File: src/rtl/busca_instrucao_pkg.sv
// Shared definitions for the instruction-fetch stage: fetch FSM states,
// the NOP encoding and the default datapath width.
package busca_instrucao_pkg;

  localparam int LARG = 16;

  localparam logic [15:0] NOP = 16'h0000;

  typedef enum logic [1:0] {
    INICIO   = 2'd0,
    BUSCA    = 2'd1,
    CHEIO    = 2'd2,
    DESCARTE = 2'd3
  } estado_t;

endpackage

File: src/rtl/busca_instrucao_reserva.sv
// One-entry reserve holding a fetched {instruction, pc} while decode stalls.
// Flush wins over load so a redirect can never leave stale work behind.
module reserva_instrucao
  import busca_instrucao_pkg::*;
#(
  parameter int LARG = busca_instrucao_pkg::LARG
) (
  input  logic            clock_i,
  input  logic            reset_n_i,
  input  logic            carga_i,
  input  logic            descarga_i,
  input  logic            limpa_i,
  input  logic [LARG-1:0] instr_i,
  input  logic [LARG-1:0] pc_i,
  output logic [LARG-1:0] instr_o,
  output logic [LARG-1:0] pc_o,
  output logic            cheio_o
);

  logic            cheio_q;
  logic [LARG-1:0] instr_q;
  logic [LARG-1:0] pc_q;

  always_ff @(posedge clock_i or negedge reset_n_i) begin
    if (!reset_n_i) begin
      cheio_q <= 1'b0;
    end else if (limpa_i) begin
      cheio_q <= 1'b0;
    end else if (carga_i) begin
      cheio_q <= 1'b1;
    end else if (descarga_i) begin
      cheio_q <= 1'b0;
    end
  end

  // Payload is qualified by cheio_q, so it needs no reset.
  always_ff @(posedge clock_i) begin
    if (carga_i && !limpa_i) begin
      instr_q <= instr_i;
      pc_q    <= pc_i;
    end
  end

  assign instr_o = instr_q;
  assign pc_o    = pc_q;
  assign cheio_o = cheio_q;

endmodule

File: src/rtl/busca_instrucao.sv
// Instruction-fetch stage: owns the PC, runs the req/ack handshake with
// instruction memory and hands one {instruction, pc} per cycle to decode.
module busca_instrucao
  import busca_instrucao_pkg::*;
#(
  parameter int              LARG     = busca_instrucao_pkg::LARG,
  parameter logic [LARG-1:0] PC_RESET = '0
) (
  input  logic            clock,
  input  logic            reset_n,
  output logic            mem_req,
  output logic [LARG-1:0] mem_addr,
  input  logic            mem_ack,
  input  logic [LARG-1:0] mem_dado,
  input  logic            stall,
  input  logic            desvio,
  input  logic [LARG-1:0] desvio_alvo,
  output logic [LARG-1:0] instrucao,
  output logic [LARG-1:0] pc_saida,
  output logic            valido
);

  estado_t         estado_q, estado_d;
  logic [LARG-1:0] pc_q, pc_d;
  logic [LARG-1:0] alvo_q, alvo_d;
  logic [LARG-1:0] instr_q, instr_d;
  logic [LARG-1:0] pcs_q, pcs_d;
  logic            valido_q, valido_d;

  logic            res_carga, res_descarga, res_limpa;
  logic [LARG-1:0] res_instr, res_pc;
  logic            res_cheio;
  logic            livre;

  reserva_instrucao #(.LARG(LARG)) u_reserva (
    .clock_i    (clock),
    .reset_n_i  (reset_n),
    .carga_i    (res_carga),
    .descarga_i (res_descarga),
    .limpa_i    (res_limpa),
    .instr_i    (mem_dado),
    .pc_i       (pc_q),
    .instr_o    (res_instr),
    .pc_o       (res_pc),
    .cheio_o    (res_cheio)
  );

  assign livre = !valido_q || !stall;

  always_comb begin
    estado_d     = estado_q;
    pc_d         = pc_q;
    alvo_d       = alvo_q;
    instr_d      = instr_q;
    pcs_d        = pcs_q;
    valido_d     = valido_q;
    res_carga    = 1'b0;
    res_descarga = 1'b0;
    res_limpa    = 1'b0;

    case (estado_q)
      INICIO: begin
        estado_d = BUSCA;
        if (desvio) begin
          pc_d      = desvio_alvo;
          valido_d  = 1'b0;
          res_limpa = 1'b1;
        end
      end

      BUSCA: begin
        if (desvio) begin
          valido_d  = 1'b0;
          res_limpa = 1'b1;
          if (mem_ack) begin
            pc_d = desvio_alvo;
          end else begin
            alvo_d   = desvio_alvo;
            estado_d = DESCARTE;
          end
        end else if (mem_ack) begin
          pc_d = pc_q + LARG'(1);
          if (livre) begin
            instr_d  = mem_dado;
            pcs_d    = pc_q;
            valido_d = 1'b1;
          end else begin
            res_carga = 1'b1;
            estado_d  = CHEIO;
          end
        end else if (livre) begin
          valido_d = 1'b0;
        end
      end

      CHEIO: begin
        if (desvio) begin
          valido_d  = 1'b0;
          res_limpa = 1'b1;
          pc_d      = desvio_alvo;
          estado_d  = BUSCA;
        end else if (!stall) begin
          // Output is consumed this edge; the reserve refills it directly.
          estado_d     = BUSCA;
          res_descarga = 1'b1;
          instr_d      = res_instr;
          pcs_d        = res_pc;
          valido_d     = res_cheio;
        end
      end

      DESCARTE: begin
        // The outstanding request must still complete; its data is dropped.
        if (desvio) begin
          alvo_d    = desvio_alvo;
          valido_d  = 1'b0;
          res_limpa = 1'b1;
          if (mem_ack) begin
            pc_d     = desvio_alvo;
            estado_d = BUSCA;
          end
        end else if (mem_ack) begin
          pc_d     = alvo_q;
          estado_d = BUSCA;
        end
      end

      default: estado_d = INICIO;
    endcase
  end

  always_ff @(posedge clock or negedge reset_n) begin
    if (!reset_n) begin
      estado_q <= INICIO;
      pc_q     <= PC_RESET;
      alvo_q   <= PC_RESET;
      instr_q  <= LARG'(NOP);
      pcs_q    <= '0;
      valido_q <= 1'b0;
    end else begin
      estado_q <= estado_d;
      pc_q     <= pc_d;
      alvo_q   <= alvo_d;
      instr_q  <= instr_d;
      pcs_q    <= pcs_d;
      valido_q <= valido_d;
    end
  end

  assign mem_req   = (estado_q == BUSCA) || (estado_q == DESCARTE);
  assign mem_addr  = pc_q;
  assign instrucao = instr_q;
  assign pc_saida  = pcs_q;
  assign valido    = valido_q;

endmodule

File: config.mk
export PLATFORM = sky130hd
export DESIGN_NAME = busca_instrucao
export DESIGN_NICKNAME = d
export VERILOG_FILES = /design/src/rtl/busca_instrucao_pkg.sv /design/src/rtl/busca_instrucao_reserva.sv /design/src/rtl/busca_instrucao.sv
export SDC_FILE = /design/constraint.sdc
export NUM_CORES = 1
export LEC_CHECK = 0
export ABC_CLOCK_PERIOD_IN_PS = 4000
export CORE_MARGIN = 2
export CORE_UTILIZATION = 50
export CTS_BUF_LIST = sky130_fd_sc_hd__clkbuf_4
export DETAILED_ROUTE_END_ITERATION = 10
export GPL_TIMING_DRIVEN = 0
export MAX_ROUTING_LAYER = met4
export PLACE_DENSITY = 0.85
export SYNTH_ARGS = -nofsm -noshare
export SYNTH_HDL_FRONTEND = slang
export SYNTH_SLANG_ARGS = --single-unit
File: constraint.sdc
create_clock -name clock -period 4 [get_ports clock]
set_input_delay 0.8 -clock clock [delete_from_list [all_inputs] [get_ports clock]]
set_output_delay 0.8 -clock clock [all_outputs]
set_load 0.05 [all_outputs]
==> impl_metrics.json <==
{
  "status": "completed",
  "cts_sinks": 100,
  "synthArstFlopShare": 0.6800,
  "cts_tree": "done",
  "path_buf_inv": 2,
  "yosysUniqueCellTypes": 67,
  "place_ws_ns": 0.6396,
  "totalWireLength_um": 14160,
  "die_h_um": 105.7,
  "start_util": 0.5074,
  "dieWidth_um": 105.7,
  "drt-initial-drc-count": 422,
  "syn_inst": 486,
  "total_power_mw": 5.102,
  "fin_ws_ns": 0.9144,
  "crit_required_ns": 3.20,
  "finClkSkew_ns": 0.02264,
  "yosysWarnings": 0,
  "path_cells": "ha_1 > buf_2 > or2_1 > clkdlybuf4s50_1",
  "post-route-period-util": 0.7714,
  "cts_root_buf": "clkbuf_4",
  "ctsResizeCount": 0,
  "vias_per_cell": 6.139,
  "min_period_ns": 3.086,
  "ys_ff_latch": 100,
  "final_cells": 725,
  "drv_slew": 0,
  "vias": 4451,
  "ys.flop_type": "dfrtp_1",
  "io_buffers": 86,
  "cts_setup_buffers": 0,
  "place_inst": 709,
  "start_kind": "flop",
  "core-area_um2": 10180,
  "htreeDepth": 3,
  "clk_transition_reported_paths_ns": 0.18,
  "hold_viol": 0,
  "worstSetupEndpointType": "primary output",
  "nNetsFinal": 626,
  "final_area_um2": 6362,
  "drv_cap": 0,
  "drc": 0,
  "slowest_delay_ns": 0.71,
  "fmax_mhz": 324.1,
  "cp.arrival_ns": 2.29,
  "criticalPathCategory": "flop to primary output",
  "ys_seq_area_frac": 0.5153,
  "cts_buffer_depth": 2,
  "holdBufCountCts": 0,
  "clk_latency_ns": 0.45,
  "grt_usage": 0.2651,
  "syn_nets": 528,
  "synth_edf_count": 32,
  "drive_gt1_frac": 0.1375,
  "io_pins": 87,
  "grt_pass1_wl_um": 22840,
  "cp_slowest_cell": "clkdlybuf4s50_1",
  "slew_headroom": 0.3626,
  "synth.avg_cell_area_um2": 10.63,
  "postPlaceCellArea_um2": 6235,
  "syn-cell-area_um2": 5167,
  "place_congestion": 0.9629,
  "antenna_left": 0,
  "cp_top_family": "buffers and inverters",
  "dp_hpwl_um": 10040,
  "die_area_um2": 11160,
  "hold_ws_ns": 0.4373,
  "fp-row-count": 37,
  "setup_viol": 0,
  "grt_pass1_vias": 4365,
  "p_per_area_nw_per_um2": 801.8,
  "hp-class": "primary input to asynchronous set/reset pin",
  "critical_path_peak_fanout": 8,
  "area_growth_syn_to_layout_pct": 23.12,
  "leakage_nw": 2.414,
  "ir_worst_vdd_uv": 518.6,
  "overflow": 0,
  "cts_made_buffers": 9,
  "grt_max_degree": 69,
  "antenna_found_initial": 0,
  "wl_per_cell_um": 19.53,
  "n_antenna_cell": 0,
  "worst_pin_slew_ns": 0.9530,
  "rsz0062_at_grt": "no",
  "first_pass_iters": 5
}
-- cells in the final DEF, fill, tap and decap left out, types with 7 or more instances in the layout --
master	synthesis	layout
nor2_1	37	37
mux2i_1	44	44
o221ai_1	7	7
nand3_1	11	11
o21ai_0	25	25
buf_2	27	27
inv_1	13	13
clkbuf_4	0	9
nand4_1	7	7
edfxtp_1	32	32
a221oi_1	10	10
dfrtp_1	68	68
mux2_2	14	14
clkdlybuf4s50_1	0	85
nand2_1	38	38
a21oi_1	39	39
-- per-layer routing --
metal,part of all wire,wire length (um),track usage,vias up
li1,-,-,-,2004
met1,0.43,6158,0.3549,2191
met2,0.46,6576,0.4060,218
met3,0.073,1034,0.04453,38
met4,0.027,387,0.1053,0
met5,0,0,-,-
-- Yosys cell counts (3+ instances only) --
cell type,count,area (um^2)
a22oi_1,5,37.54
a21oi_1,39,195.2
nand3b_1,5,37.54
a31oi_1,5,31.28
nand3_1,11,55.05
and3_1,3,18.77
nand2_1,38,142.6
a221oi_1,10,87.58
mux2i_1,44,440.4
and2_1,3,18.77
nor3_1,4,20.02
o221ai_1,7,61.31
clkbuf_1,6,22.52
edfxtp_1,32,960.9
o211ai_1,6,45.04
nor2b_1,4,25.02
buf_2,27,135.1
inv_1,13,48.80
ha_1,5,62.56
a22o_1,4,35.03
o21ai_0,25,125.1
buf_4,4,30.03
mux2_2,14,157.7
o21ai_1,6,30.03
a221o_1,3,30.03
dfrtp_1,68,1702
nand4_1,7,43.79
nor2_1,37,138.9
-- worst paths after layout --
check	start	endpoint	slack [ns]	cells past startpoint
worst max-delay path	estado_q[0]	mem_req	0.91	4
worst min-delay path	reset_n	mem_addr[15]	0.44	1
worst max register to register	estado_q[1]	u_reserva.instr_o[12]	1.15	7
worst min register to register	mem_addr[11]	u_reserva.pc_o[11]	0.50	0
max in group asynchronous	reset_n	mem_addr[14]	2.98	1
min in group clock	mem_addr[11]	u_reserva.pc_o[11]	0.50	0
-- registers in the layout, indices dropped and copies added, names as in the netlist --
name	cells
u_reserva.cheio_o	1
pc_saida	16
u_reserva.pc_o	16
u_reserva.instr_o	16
alvo_q	16
mem_addr	16
estado_q	2
valido	1
instrucao	16
-- report_power, final --
part	internal [mW]	leakage, nW	switching [mW]
combinational	1.02	1.27	1.87
clock	0.138	0.0659	0.377
sequential	1.42	1.08	0.283
total	2.57	2.41	2.53
-- per-stage QoR --
stage            util  setup TNS [ns]
4_1_cts        0.6247               0
3_3_place_gp   0.6091          -22.83
2_1_floorplan       -               0
5_1_grt        0.6247               0
3_5_place_dp   0.6122               0
6_report       0.6247               0
-- worst register-to-register path: cells and delay by family (launching register included) --
family | cells | cell delay (ns)
adder cells (fa/ha/maj) | 1 | 0.27
buffers and inverters | 4 | 0.92
flip-flops | 1 | 0.44
AND/OR/NAND/NOR | 2 | 0.96
-- kinds of logic (layout without fill, tap and decap cells) --
family	after synthesis	count (layout)	synth area share
AOI/OAI and AO/OA	136	136	0.1748
adders and majority gates	5	5	0.01211
buffers and inverters	54	157	0.05181
DFF	100	100	0.5153
muxes	58	58	0.1157
and+or+nand+nor	133	133	0.1303
-- area by class of cell --
| type | instances | area [um^2] |
|---|---|---|
| buffer | 41 | 219.0 |
| clock buffer | 9 | 67.56 |
| clock inverter | 7 | 60.06 |
| fill | 849 | 3822 |
| inverter | 13 | 48.80 |
| multi-input combinational | 332 | 2248 |
| sequential | 100 | 2663 |
| tap | 136 | 170.2 |
| timing repair buffer | 87 | 885.9 |
Note: power is estimated with default switching activity, not from simulation.
